## src/rtl/pipe_pkg.sv

```systemverilog
// Shared pipeline definitions: default field widths, ALU NOP code
// and the packed control bundle carried by the stage registers.
//
// Contents:
//   DATA_W, REGA_W, ALUOP_W  default widths
//   ALUOP_NOP                ALU operation code of a bubble
//   ctrl_t                   1-bit control flags of one instruction
//   CTRL_NOP                 all-zero control bundle
package pipe_pkg;

    localparam int DATA_W  = 32;
    localparam int REGA_W  = 5;
    localparam int ALUOP_W = 4;

    localparam logic [ALUOP_W-1:0] ALUOP_NOP = '0;

    typedef struct packed {
        logic JtoPC;
        logic Branch;
        logic RegWrite;
        logic ALUSrc;
        logic MemWrite;
        logic MemRead;
        logic MemtoReg;
    } ctrl_t;

    localparam ctrl_t CTRL_NOP = '0;

endpackage

```

## src/rtl/id_ex_stage_reg_sat_counter.sv

```systemverilog
// Saturating up-counter: counts inc pulses on the falling clock
// edge and sticks at its all-ones maximum.
//
// Ports:
//   clk  in   stage clock (state updates on the falling edge)
//   rst  in   asynchronous active-high reset, clears the count
//   inc  in   count this edge
//   cnt  out  W-bit count
module sat_counter #(
    parameter int W = 16
) (
    input  logic         clk,
    input  logic         rst,
    input  logic         inc,
    output logic [W-1:0] cnt
);

    logic [W-1:0] r_cnt;

    always_ff @(negedge clk or posedge rst) begin
        if (rst) begin
            r_cnt <= '0;
        end else if (inc && (r_cnt != '1)) begin
            r_cnt <= r_cnt + 1'b1;
        end
    end

    assign cnt = r_cnt;

endmodule

```

## src/rtl/id_ex_stage_reg.sv

```systemverilog
// ID/EX pipeline register, updated on the falling edge of CLK.
// Priority: flush (bubble) > stall (hold) > load.
//
// Ports:
//   CLK, RST                      clock, async active-high reset
//   stall, flush                  hazard controls
//   valid_in / valid_out          slot holds a real instruction
//   Wreg_addr, imm, Rdata1,
//   Rdata2, next_PC (_in/_out)    data fields
//   JtoPC, Branch, RegWrite,
//   ALUSrc, MemWrite, MemRead,
//   MemtoReg, ALUOp (_in/_out)    control fields
//   bubble_cnt                    saturating count of flushes
//                                 (only with ID_EX_BUBBLE_CNT_EN)
module id_ex_stage_reg #(
    parameter int DATA_W  = pipe_pkg::DATA_W,
    parameter int REGA_W  = pipe_pkg::REGA_W,
    parameter int ALUOP_W = pipe_pkg::ALUOP_W
`ifdef ID_EX_BUBBLE_CNT_EN
   ,parameter int CNT_W   = 16
`endif
) (
    input  logic               CLK,
    input  logic               RST,
    input  logic               stall,
    input  logic               flush,
    input  logic               valid_in,
    input  logic [REGA_W-1:0]  Wreg_addr_in,
    input  logic [DATA_W-1:0]  imm_in,
    input  logic [DATA_W-1:0]  Rdata1_in,
    input  logic [DATA_W-1:0]  Rdata2_in,
    input  logic [DATA_W-1:0]  next_PC_in,
    input  logic               JtoPC_in,
    input  logic               Branch_in,
    input  logic               RegWrite_in,
    input  logic               ALUSrc_in,
    input  logic               MemWrite_in,
    input  logic               MemRead_in,
    input  logic               MemtoReg_in,
    input  logic [ALUOP_W-1:0] ALUOp_in,
    output logic               valid_out,
    output logic [REGA_W-1:0]  Wreg_addr_out,
    output logic [DATA_W-1:0]  imm_out,
    output logic [DATA_W-1:0]  Rdata1_out,
    output logic [DATA_W-1:0]  Rdata2_out,
    output logic [DATA_W-1:0]  next_PC_out,
    output logic               JtoPC_out,
    output logic               Branch_out,
    output logic               RegWrite_out,
    output logic               ALUSrc_out,
    output logic               MemWrite_out,
    output logic               MemRead_out,
    output logic               MemtoReg_out,
    output logic [ALUOP_W-1:0] ALUOp_out
`ifdef ID_EX_BUBBLE_CNT_EN
   ,output logic [CNT_W-1:0]   bubble_cnt
`endif
);

    import pipe_pkg::*;

    localparam logic [ALUOP_W-1:0] W_NOP = ALUOP_W'(ALUOP_NOP);

    ctrl_t               w_ctrl_in;
    ctrl_t               r_ctrl;
    logic                r_valid;
    logic [ALUOP_W-1:0]  r_aluop;
    logic [REGA_W-1:0]   r_wreg;
    logic [DATA_W-1:0]   r_imm;
    logic [DATA_W-1:0]   r_rd1;
    logic [DATA_W-1:0]   r_rd2;
    logic [DATA_W-1:0]   r_npc;

    assign w_ctrl_in = '{
        JtoPC:    JtoPC_in,
        Branch:   Branch_in,
        RegWrite: RegWrite_in,
        ALUSrc:   ALUSrc_in,
        MemWrite: MemWrite_in,
        MemRead:  MemRead_in,
        MemtoReg: MemtoReg_in
    };

    // Data fields pass through even on a bubble; only the
    // controls and valid are squashed.
    always_ff @(negedge CLK or posedge RST) begin
        if (RST) begin
            r_valid <= 1'b0;
            r_ctrl  <= CTRL_NOP;
            r_aluop <= '0;
            r_wreg  <= '0;
            r_imm   <= '0;
            r_rd1   <= '0;
            r_rd2   <= '0;
            r_npc   <= '0;
        end else if (flush || !stall) begin
            r_valid <= valid_in && !flush;
            // An invalid slot is squashed like a bubble.
            r_ctrl  <= (valid_in && !flush) ? w_ctrl_in : CTRL_NOP;
            r_aluop <= (valid_in && !flush) ? ALUOp_in : W_NOP;
            r_wreg  <= Wreg_addr_in;
            r_imm   <= imm_in;
            r_rd1   <= Rdata1_in;
            r_rd2   <= Rdata2_in;
            r_npc   <= next_PC_in;
        end
    end

    assign valid_out     = r_valid;
    assign Wreg_addr_out = r_wreg;
    assign imm_out       = r_imm;
    assign Rdata1_out    = r_rd1;
    assign Rdata2_out    = r_rd2;
    assign next_PC_out   = r_npc;
    assign JtoPC_out     = r_ctrl.JtoPC;
    assign Branch_out    = r_ctrl.Branch;
    assign RegWrite_out  = r_ctrl.RegWrite;
    assign ALUSrc_out    = r_ctrl.ALUSrc;
    assign MemWrite_out  = r_ctrl.MemWrite;
    assign MemRead_out   = r_ctrl.MemRead;
    assign MemtoReg_out  = r_ctrl.MemtoReg;
    assign ALUOp_out     = r_aluop;

`ifdef ID_EX_BUBBLE_CNT_EN
    sat_counter #(
        .W(CNT_W)
    ) u_bubble_cnt (
        .clk(CLK),
        .rst(RST),
        .inc(flush),
        .cnt(bubble_cnt)
    );
`endif

endmodule

```

## config.mk

```make
export PLATFORM = sky130hd
export DESIGN_NAME = id_ex_stage_reg
export DESIGN_NICKNAME = d
export VERILOG_FILES = /design/src/rtl/pipe_pkg.sv /design/src/rtl/id_ex_stage_reg_sat_counter.sv /design/src/rtl/id_ex_stage_reg.sv
export SDC_FILE = /design/constraint.sdc
export NUM_CORES = 1
export LEC_CHECK = 0
export CAP_MARGIN = 25
export CORE_ASPECT_RATIO = 0.5
export CORE_MARGIN = 3
export CORE_UTILIZATION = 37
export CTS_BUF_LIST = sky130_fd_sc_hd__clkbuf_8
export DETAILED_ROUTE_END_ITERATION = 7
export GPL_TIMING_DRIVEN = 1
export PLACE_DENSITY = 0.79
export SYNTH_ARGS = -nofsm -noshare
export SYNTH_HDL_FRONTEND = slang
export SYNTH_SLANG_ARGS = --single-unit
```

## constraint.sdc

```tcl
create_clock -name CLK -period 4.11 [get_ports CLK]
set_input_delay 0.411 -clock CLK [delete_from_list [all_inputs] [get_ports CLK]]
set_output_delay 0.411 -clock CLK [all_outputs]
set_load 0.02 [all_outputs]
```

==> flow_summary.yaml <==
outcome:
  status: "complete, no violations"
timing:
  setup_viol: 0
  rsz0062_at_grt: "no"
  max-slew-margin-rel: 0.444
  setup_tns_ns: 0
  clock_skew_ns: 0
  hold_violations: 0
  drv_slew: 0
  setup_ws_ns: 0.164
  tightestPinTransition_ns: 0.833
clock_network:
  clock_latency_ns: 0.38
  cts_tree: "done"
  postCtsHoldBufs: 0
  clk_transition_reported_paths_ns: 0.05
  cts.sinks: 145
  clockBufferDepth: 2
  cts_resized: 0
  cts_buffers: 17
  clock-root-buffer: "clkbuf_8"
  cts_setup_buffers: 0
  htreeDepth: 4
routing:
  num_vias: 3842
  route.met2.wl_um: 8800
  wl_met3_um: 593
  routedWlPerCell_um: 19.1
  maxUsedRoutingLayer: "met4"
  drt-met1-wl_um: 6160
  drc: 0
  via_per_inst: 4.62
  drt_first_pass_iters: 4
  drt_iter0_drc: 184
  wl_um: 15900
  ant_nets: 0
power:
  vdd_drop_max_mv: 0.204
  p_leak_nw: 4.09
  p_per_area_nw_per_um2: 390
critical_path:
  critPathTopFamily: "buffers and inverters"
  critPathBufInv: 1
  cp_slowest_cell: "clkdlybuf4s50_1"
  crit_arrival_ns: 3.54
  cp-start-kind: "flip-flop"
  slowest_delay_ns: 0.65
  worstSetupEndpointType: "output port"
  worstPathRequired_ns: 3.70
  critPathMaxFanout: 2
  crit_path_cell_trace: "clkdlybuf4s50_1"
  worst-setup-path-type: "flip-flop to output port"
placed_design:
  place_inst: 800
  dp_hpwl_um: 12300
  routabilityCongestion: 0.736
  io_buffers: 293
  pre_cts_ws_ns: 0.0589
floorplan:
  row_count: 31
  initial_core_util: 0.387
  die-area_um2: 17100
  die_h_um: 93.9
  io_pins: 294
  die_w_um: 182
  core_region_area_um2: 14800
yosys:
  yosys.cell_types.count: 13
  synthesis.nets: 463
  synth-seq-cells: 145
  syn_avg_cell_area_um2: 18.2
  syn_area_um2: 5710
  yosysWarnings: 0
  yosysSeqAreaShare: 0.635
  syn_inst: 314
hold_path:
  hold_path.class: "flip-flop to flip-flop"
grt:
  grt_use_total: 0.187
  grt_pass1_wl_um: 24600
  grt_max_degree: 37
  grt_overflow: 0
  antenna_found_initial: 0
  grt_pass1_vias: 4319
finish:
  syn_to_final_growth_pct: 63.1
  finalNonFillerCells: 831
  fin_util: 0.630
  antennaDiodeCount: 0
  final_cell_mix: "293 x clkdlybuf4s50_1, 145 x dfrtn_1, 70 x mux2_4, 63 x mux2_2, 17 x clkbuf_8"
  finalNetCount: 770
  layout_commonest_cell: "clkdlybuf4s50_1"
  drive_gt1_frac: 0.281
flow_run:
  max-cap-violations: 0
path summary, 6_finish.rpt:
kind,start,end,slack [ns],depth (start not counted)
worst min-delay path,ALUOp_out[1],ALUOp_out[1],0.44,1
max in group asynchronous,RST,Rdata2_out[5],1.09,3
worst min register to register,ALUOp_out[1],ALUOp_out[1],0.44,1
min in group asynchronous,RST,Rdata1_out[28],2.34,2
worst max register to register,Rdata2_out[19],Rdata2_out[19],3.30,1
worst max-delay path,Rdata2_out[19],Rdata2_out[19],0.16,1
layer usage:
| layer | up-vias | global-route usage |
|---|---|---|
| met1 | 1993 | 0.219 |
| met5 | - | 0 |
| met3 | 22 | 0.0402 |
| met4 | 0 | 0.0684 |
| li1 | 1737 | - |
| met2 | 90 | 0.342 |
stage by stage:
| step | total power [mW] | hold slack, ns | area [um2] |
|---|---|---|---|
| after floorplan | 2.01 | 0.570 | 5720 |
| after global placement | 2.43 | 0.434 | 8890 |
| after detailed placement | 2.45 | 0.444 | 8890 |
| after CTS | 3.67 | 0.441 | 9310 |
| after global routing | 3.78 | 0.462 | 9310 |
| final | 3.63 | 0.439 | 9310 |
kinds of logic after synthesis:
family,share of synthesized area
AOI/OAI and AO/OA,0.0193
buffers and inverters,0.0315
DFF,0.635
muxes,0.310
and+or+nand+nor,0.00394
power by group:
| group | total, mW | switching, mW | internal (mW) |
|---|---|---|---|
| clock network | 1.21 | 0.551 | 0.659 |
| registers | 1.62 | 0.0635 | 1.56 |
| logic | 0.797 | 0.329 | 0.468 |
| total | 3.63 | 0.944 | 2.68 |
cell usage after synthesis (all sizes together):
library cell	number	area (um2)
a32o	11	110
buf	15	161
clkbuf	3	11.3
dfrtn	145	3630
inv	2	7.51
mux2	133	1760
mux2i	1	10.0
nand2b	1	6.26
nor2	1	3.75
nor2b	2	12.5
flip-flops by register name, indices dropped and copies added (netlist names):
signal	flops
Wreg_addr_out	5
Branch_out	1
JtoPC_out	1
MemtoReg_out	1
Rdata1_out	32
Rdata2_out	32
ALUOp_out	4
valid_out	1
next_PC_out	32
MemRead_out	1
MemWrite_out	1
RegWrite_out	1
ALUSrc_out	1
imm_out	32
area by class of cell:
| cell class | instances | area [um2] |
|---|---|---|
| sequential | 145 | 3630 |
| timing repair buffer | 306 | 3090 |
| clock buffer | 17 | 234 |
| multi-input combinational | 149 | 1910 |
| clock inverter | 14 | 189 |
| tap | 198 | 248 |
| inverter | 2 | 11.3 |
| fill | 1140 | 5460 |
Note: power is estimated with default switching activity, not from simulation.
